$ cat config.mk
export PLATFORM = sky130hd
export DESIGN_NAME = fetch_unit
export DESIGN_NICKNAME = d
export VERILOG_FILES = /design/src/rtl/fetch_unit.sv
export SDC_FILE = /design/constraint.sdc
export NUM_CORES = 1
export LEC_CHECK = 0
export ABC_AREA = 1
export BUFFER_PORTS_ARGS = -buffer_cell sky130_fd_sc_hd__buf_2
export CAP_MARGIN = 20
export CORE_MARGIN = 5
export CORE_UTILIZATION = 53
export DETAILED_ROUTE_END_ITERATION = 10
export PLACE_DENSITY = 0.94
export SLEW_MARGIN = 20
export SYNTH_ARGS = -nofsm -noshare
export SYNTH_HDL_FRONTEND = slang
export SYNTH_SLANG_ARGS = --single-unit
$ cat constraint.sdc
create_clock -name clk -period 4.9 [get_ports clk]
set_clock_uncertainty 0.1 [all_clocks]
set_input_delay 0.735 -clock clk [delete_from_list [all_inputs] [get_ports clk]]
set_output_delay 0.735 -clock clk [all_outputs]
set_load 0.02 [all_outputs]
$ cat src/rtl/fetch_unit.sv
// fetch_unit: instruction-fetch stage in front of the program memory.
// Owns the PC and drives Address_o. The word that comes back is captured
// into an IF/ID holding register, which hands off to decode through a
// valid/ready handshake. Redirects flush the held instruction. A fetch that
// is misaligned or outside the text segment sends the stage into a sticky
// FAULT state.
// Optional feature: define FETCH_PERF_CNT_EN to build the fetch/stall
// performance counters. Without it, both counter ports read 0.

module fetch_unit #(
  parameter int                    DATA_WIDTH   = 32,
  parameter int                    MEMORY_DEPTH = 32,
  parameter logic [DATA_WIDTH-1:0] RESET_PC     = 32'h00400000
) (
  input  logic                  clk,
  input  logic                  reset,
  input  logic                  Branch_Taken_i,
  input  logic [DATA_WIDTH-1:0] Branch_Target_i,
  input  logic [DATA_WIDTH-1:0] Instruction_i,
  input  logic                  Decode_Ready_i,
  output logic [DATA_WIDTH-1:0] Address_o,
  output logic [DATA_WIDTH-1:0] Instruction_o,
  output logic [DATA_WIDTH-1:0] PC_o,
  output logic [DATA_WIDTH-1:0] PC_Plus4_o,
  output logic                  Valid_o,
  output logic                  Fault_o,
  output logic [DATA_WIDTH-1:0] Fault_Addr_o,
  output logic [31:0]           Fetch_Count_o,
  output logic [31:0]           Stall_Count_o
);

  typedef enum logic [1:0] {
    IDLE  = 2'd0,
    RUN   = 2'd1,
    FAULT = 2'd2
  } fetch_state_t;

  localparam logic [DATA_WIDTH-1:0] NOP_INSTR = DATA_WIDTH'(32'h00000013);

  // Upper bound of the legal window, one bit wider so the end address cannot wrap.
  localparam logic [DATA_WIDTH:0] WINDOW_END =
    {1'b0, RESET_PC} + (DATA_WIDTH+1)'(4 * MEMORY_DEPTH);

  fetch_state_t          state;
  logic [DATA_WIDTH-1:0] pc;
  logic [DATA_WIDTH-1:0] instr_q;
  logic [DATA_WIDTH-1:0] pc_q;
  logic                  valid_q;
  logic                  fault_q;
  logic [DATA_WIDTH-1:0] fault_addr_q;

  logic [DATA_WIDTH-1:0] pc_next4;
  logic                  next4_legal;
  logic                  target_legal;
  logic                  slot_free;

  // Unsigned window test: RESET_PC <= a < RESET_PC + 4*MEMORY_DEPTH.
  function automatic logic in_window(input logic [DATA_WIDTH-1:0] a);
    return (a >= RESET_PC) && ({1'b0, a} < WINDOW_END);
  endfunction

  assign pc_next4     = pc + DATA_WIDTH'(4);
  assign next4_legal  = in_window(pc_next4);
  assign target_legal = (Branch_Target_i[1:0] == 2'b00) && in_window(Branch_Target_i);
  assign slot_free    = !valid_q || Decode_Ready_i;

  // Fetch control: reset, then the IDLE/RUN/FAULT sequencing of PC and the IF/ID register.
  always_ff @(posedge clk) begin
    if (reset) begin
      state        <= IDLE;
      pc           <= RESET_PC;
      instr_q      <= NOP_INSTR;
      pc_q         <= RESET_PC;
      valid_q      <= 1'b0;
      fault_q      <= 1'b0;
      fault_addr_q <= '0;
    end else begin
      case (state)
        IDLE: begin
          state <= RUN;
        end
        RUN: begin
          if (Branch_Taken_i) begin
            valid_q <= 1'b0;
            if (target_legal) begin
              pc <= Branch_Target_i;
            end else begin
              state        <= FAULT;
              fault_q      <= 1'b1;
              fault_addr_q <= Branch_Target_i;
            end
          end else if (slot_free) begin
            instr_q <= Instruction_i;
            pc_q    <= pc;
            valid_q <= 1'b1;
            if (next4_legal) begin
              pc <= pc_next4;
            end else begin
              state        <= FAULT;
              fault_q      <= 1'b1;
              fault_addr_q <= pc_next4;
            end
          end
        end
        FAULT: begin
          if (valid_q && Decode_Ready_i) begin
            valid_q <= 1'b0;
          end
        end
        default: begin
          state <= IDLE;
        end
      endcase
    end
  end

  assign Address_o     = pc;
  assign Instruction_o = instr_q;
  assign PC_o          = pc_q;
  assign PC_Plus4_o    = pc_q + DATA_WIDTH'(4);
  assign Valid_o       = valid_q;
  assign Fault_o       = fault_q;
  assign Fault_Addr_o  = fault_addr_q;

`ifdef FETCH_PERF_CNT_EN
  logic [31:0] fetch_cnt;
  logic [31:0] stall_cnt;

  // Performance counters: accepted hand-offs and back-pressured cycles; both wrap.
  always_ff @(posedge clk) begin
    if (reset) begin
      fetch_cnt <= '0;
      stall_cnt <= '0;
    end else begin
      if (valid_q && Decode_Ready_i && !Branch_Taken_i) begin
        fetch_cnt <= fetch_cnt + 32'd1;
      end
      if (valid_q && !Decode_Ready_i) begin
        stall_cnt <= stall_cnt + 32'd1;
      end
    end
  end

  assign Fetch_Count_o = fetch_cnt;
  assign Stall_Count_o = stall_cnt;
`else
  assign Fetch_Count_o = 32'd0;
  assign Stall_Count_o = 32'd0;
`endif

endmodule

**After elaboration in Yosys (flattened, before gate mapping)**

Index checks and enable logic that the tools add are counted.

- Equality and inequality tests: 9
- $add $sub $neg: 2
- Reduce and logical (&&, ||, !) cells: 16
- Bitwise operators: 2
- Muxes and demuxes: 21
- Magnitude comparators: 4

Operator list:

| kind | count |
|---|---|
| $mux W32 | 8 |
| $add A32 B3 Y32 const B | 2 |
| $ge A32 B23 Y1 const B | 2 |
| $lt A32 B23 Y1 const B | 2 |
| $reduce_and A4 Y1 | 3 |
| $ne A3 B3 Y1 const B | 3 |
| $mux W2 | 4 |
| $mux W1 | 7 |
| $ne A2 B2 Y1 const B | 3 |
| $pmux W2 S3 | 1 |
| $reduce_and A3 Y1 | 2 |
| $reduce_bool A2 Y1 | 3 |
| $logic_and A1 B1 Y1 | 4 |
| $logic_not A2 Y1 | 2 |
| $eq A2 B1 Y1 const B | 1 |
| $eq A2 B2 Y1 const B | 1 |
| $ne A2 B1 Y1 const B | 1 |
| $not A1 Y1 | 2 |
| $pmux W1 S2 | 1 |
| $logic_not A1 Y1 | 1 |
| $logic_or A1 B1 Y1 | 1 |

- Logic and storage cells: 61
- Bits of input ports: 68
- Register bits: 132

**Logic depth before layout (Yosys ltp)**

- Depth after elaboration: 7
- Gate-level depth with buffers: 18

**Worst setup path after synthesis**

OpenSTA, ideal clock, no wires.

- Path kind: flip-flop to output port
- Start: register pc_q[2], in the netlist PC_o[2]
- End: output port PC_Plus4_o[28]
- Path buffers: 0
- Arrival time: 2,452 ps
- Cell stages (with the launch flop): 12
- Setup slack: 1,613 ps
- Required time: 4,065 ps
- Path through: dfxtp_1 -> ha_1 -> nand2_1 -> nor2_1 -> nand3_1 -> nor2_1 -> nand3_1 -> nor3_1 -> nand2_1 -> nor3_1 -> nand3_1 -> xnor2_1

- Longest elaborated chain between the ends: 1

RTL lines:

| item | line | RTL |
|---|---|---|
| start: declaration | 47 | `logic [DATA_WIDTH-1:0] pc_q;` |
| start signal: assignment | 94 | `pc_q <= pc;` |
| $add A32 B3 Y32 | 120 | `assign PC_Plus4_o = pc_q + DATA_WIDTH'(4);` |
| end: declaration | 24 | `output logic [DATA_WIDTH-1:0] PC_Plus4_o,` |

No other way between the ends.

**Worst setup path after layout**

Same ends and word-level chain as after synthesis.

==> flow_summary_export.csv <==
group,metric,value,unit
yosys,yosysWarnings,0,
route,final_antenna_net_count,0,
cts,cts_resized,0,
sta,final.setup.tns,0,ns
sta,fin_ws,1.02,ns
global_route,grt_antenna_before_repair,0,
floorplanning,fp.dieH,127,µm
route,viasPerCell,5.25,
critical_path,crit_path_start_kind,"flip-flop",
cts,cts.clk_slew.worst_paths,0.06,ns
sta,fmax,258,MHz
placed_design,place_congestion,0.959,
finish,diodes,0,
finish,layout_common_cells,"buf_2, nand2_1, nor2_1",
placed_design,dp_hpwl,16.9,mm
critical_path,r2r_cells,16,
cts,cts_num_sinks,132,
sta,rsz0062_at_grt,"false",
pwr,p_leak,4.54,nW
critical_path,crit_path_end,"PC_Plus4_o[28]",
finish,fillers,1163,
worst_hold_path,min-delay-path-class,"flip-flop to flip-flop",
sta,finalHoldViolCount,0,
critical_path,path_buf_inv,1,
route,drc,0,
cts,clock_path_buffers,2,
critical_path,cp_slowest_cell,"dfxtp_1",
floorplanning,die_x,127,µm
sta,finalCriticalPeriod,3.88,ns
finish,drive_gt1_share,24.4,%
pwr,ir_drop,0.248,mV
finish,syn_to_final_growth,21.3,%
sta,fin_crit_sh,79.2,%
sta,setup_viol,0,
job,drv_cap,0,
finish,post-route-util,65.7,%
global_route,grt_usage,26.8,%
run_status,status,"finished clean",
cts,post-cts-setup-buffers,0,
critical_path,r2r-start,"Address_o[2]",
critical_path,crit_start,"PC_o[2]",
floorplanning,core_area,13300,µm²
route,drt_iter0_drc,801,
route,firstDrtPassIters,5,
route,via_count,7607,
sta,relSlewSlack,31.8,%
yosys,syn_inst,1057,
critical_path,worstSetupPathType,"flip-flop to primary output",
global_route,grt_pass1_vias,6954,
sta,maxSlewViolCount,0,
critical_path,worstPathArrival,3.05,ns
critical_path,slowest_delay,0.39,ns
floorplanning,start_util,54.2,%
floorplanning,num_io_pins,294,
finish,final_common_cell,"buf_2",
yosys,synth-seq-cells,132,
global_route,grt_start_max_net_pins,83,
route,wire_per_inst,15.5,µm
critical_path,path_cells,"ha_1 > nand2_1 > nor2_1 > nand3_1 > nor2_1 > nand3_1 > nor3_1 > nand2_1 > nor3_1 > nand3_1 > xnor2_1 > buf_2",
critical_path,critPathMaxFanout,4,
pwr,power_per_cell_area,349,nW/µm²
sta,timing.hold.ws,0.358,ns
cts,cts_hold_buf,0,
global_route,grt-ovfl-total,0,
critical_path,worstReg2RegEnd,"Address_o[15]",
cts,clock-root-buffer,"clkbuf_16",
critical_path,cp_common_cell,"nand3_1",
route,wl,22.4,mm
yosys,syn_area,7200,µm²
finish,layout.nets,1329,
floorplanning,die_area,16000,µm²
cts,cts_buffers,17,
yosys,syn_area_per_cell,6.81,µm²
cts,htreeDepth,4,
floorplanning,num_rows,42,
critical_path,cpLargestDelayFamily,"simple AND/OR/NAND/NOR gates",
placed_design,pre_cts_slack,1.55,ns
critical_path,rrSetupSlack,1.81,ns
global_route,grt_pass1_wl,34.7,mm
placed_design,portBuffers,229,
cts,cts_tree,"built",
sta,worstMarginPinSlew,1.02,ns
critical_path,end_kind,"primary output",
critical_path,critical_path_depth,12,
yosys,synth_seq_area_share,36.7,%
critical_path,critical_path_required,4.07,ns
yosys,synthDistinctLibCells,38,
cts,clkLatencyLatePin,0.42,ns
[how the worst min path moves through the flow]
stage | start | slack [ns] | endpoint | cells past startpoint
global route | Instruction_o[4] | 0.38 | Instruction_o[4] | 2
global placement | Instruction_o[1] | 0.33 | Instruction_o[1] | 2
floorplan | state[0] | 0.36 | state[0] | 3
detailed placement | Instruction_o[0] | 0.34 | Instruction_o[0] | 2
CTS | Instruction_o[0] | 0.36 | Instruction_o[0] | 2
finish | Instruction_o[4] | 0.36 | Instruction_o[4] | 2
[cell families after synthesis]
kind of cell             count (synthesis)  synth area share (%)
AND/OR/NAND/NOR                        523                  31.7
buffers and inverters                  203                  14.5
AO/OA/AOI/OAI                          161                  12.3
flip-flops                             132                  36.7
XOR/XNOR                                31                  3.77
multiplexers                             4                 0.556
adder cells (fa/ha/maj)                  2                 0.347
other                                    1                0.0521
[per-stage QoR]
| step | cells | total power [mW] | cell area [µm²] |
|---|---|---|---|
| floorplan | 1120 | 1.65 | 7440 |
| global placement | 1416 | 1.78 | 8150 |
| detailed placement | 1416 | 1.79 | 8150 |
| CTS | 1448 | 3.06 | 8740 |
| global route | 1448 | 3.17 | 8740 |
| finish | 1448 | 3.05 | 8740 |
[registers in the layout (all words and copies together) (netlist names)]
signal / cells
Address_o: 32
Fault_Addr_o: 32
Instruction_o: 32
PC_o: 32
state: 2
Fault_o: 1
Valid_o: 1
[area by class of cell]
class	count	area (µm²)	area share, %
Multi-Input combinational cell	785	3760	43.0
Inverter	88	332	3.79
Sequential cell	132	2640	30.2
Timing Repair Buffer	235	1190	13.6
Clock inverter	15	166	1.90
Tap cell	176	220	2.52
Clock buffer	17	425	4.87
[tightest hold or removal path: stages (launching register included)]
cell	delay, ns
dfxtp_1	0.33
nand2_1	0.05
nand3_1	0.05
[report_power, final]
part	leakage (nW)	internal, mW	switching (mW)
sequential	1.08	1.15	0.0624
combinational	3.18	0.169	0.394
clock	0.287	0.760	0.514
total	4.54	2.08	0.970
[layer usage]
layer / up-vias / track usage [%] / share of wire [%]
li1: 3707 / - / -
met1: 3441 / 31.2 / 38
met2: 390 / 44.8 / 48
met3: 69 / 8.45 / 9.9
met4: 0 / 12.4 / 3.9
met5: - / 0 / 0
[Yosys cell counts, drive strengths merged]
cell      n  share of area, %
conb      1             0.052
nand2   190                10
nor2    181                10
nor3     15               1.1
xnor2     6              0.73
xor2     25               3.0
nand4    13               1.1
o21ai    90               6.3
a31oi     3              0.26
a21o      1              0.10
clkinv    1             0.052
or2       1             0.087
o22ai     1             0.087
nor4     10              0.87
a21oi    65               5.5
nand3   109               7.6
mux2i     4              0.56
nor3b     1              0.10
dfxtp   132                37
a22oi     1              0.10
buf      86               8.4
nand3b    3              0.31
ha        2              0.35
clkbuf   29               1.5
inv      87               4.5
Power figures use the tool's default switching activity.
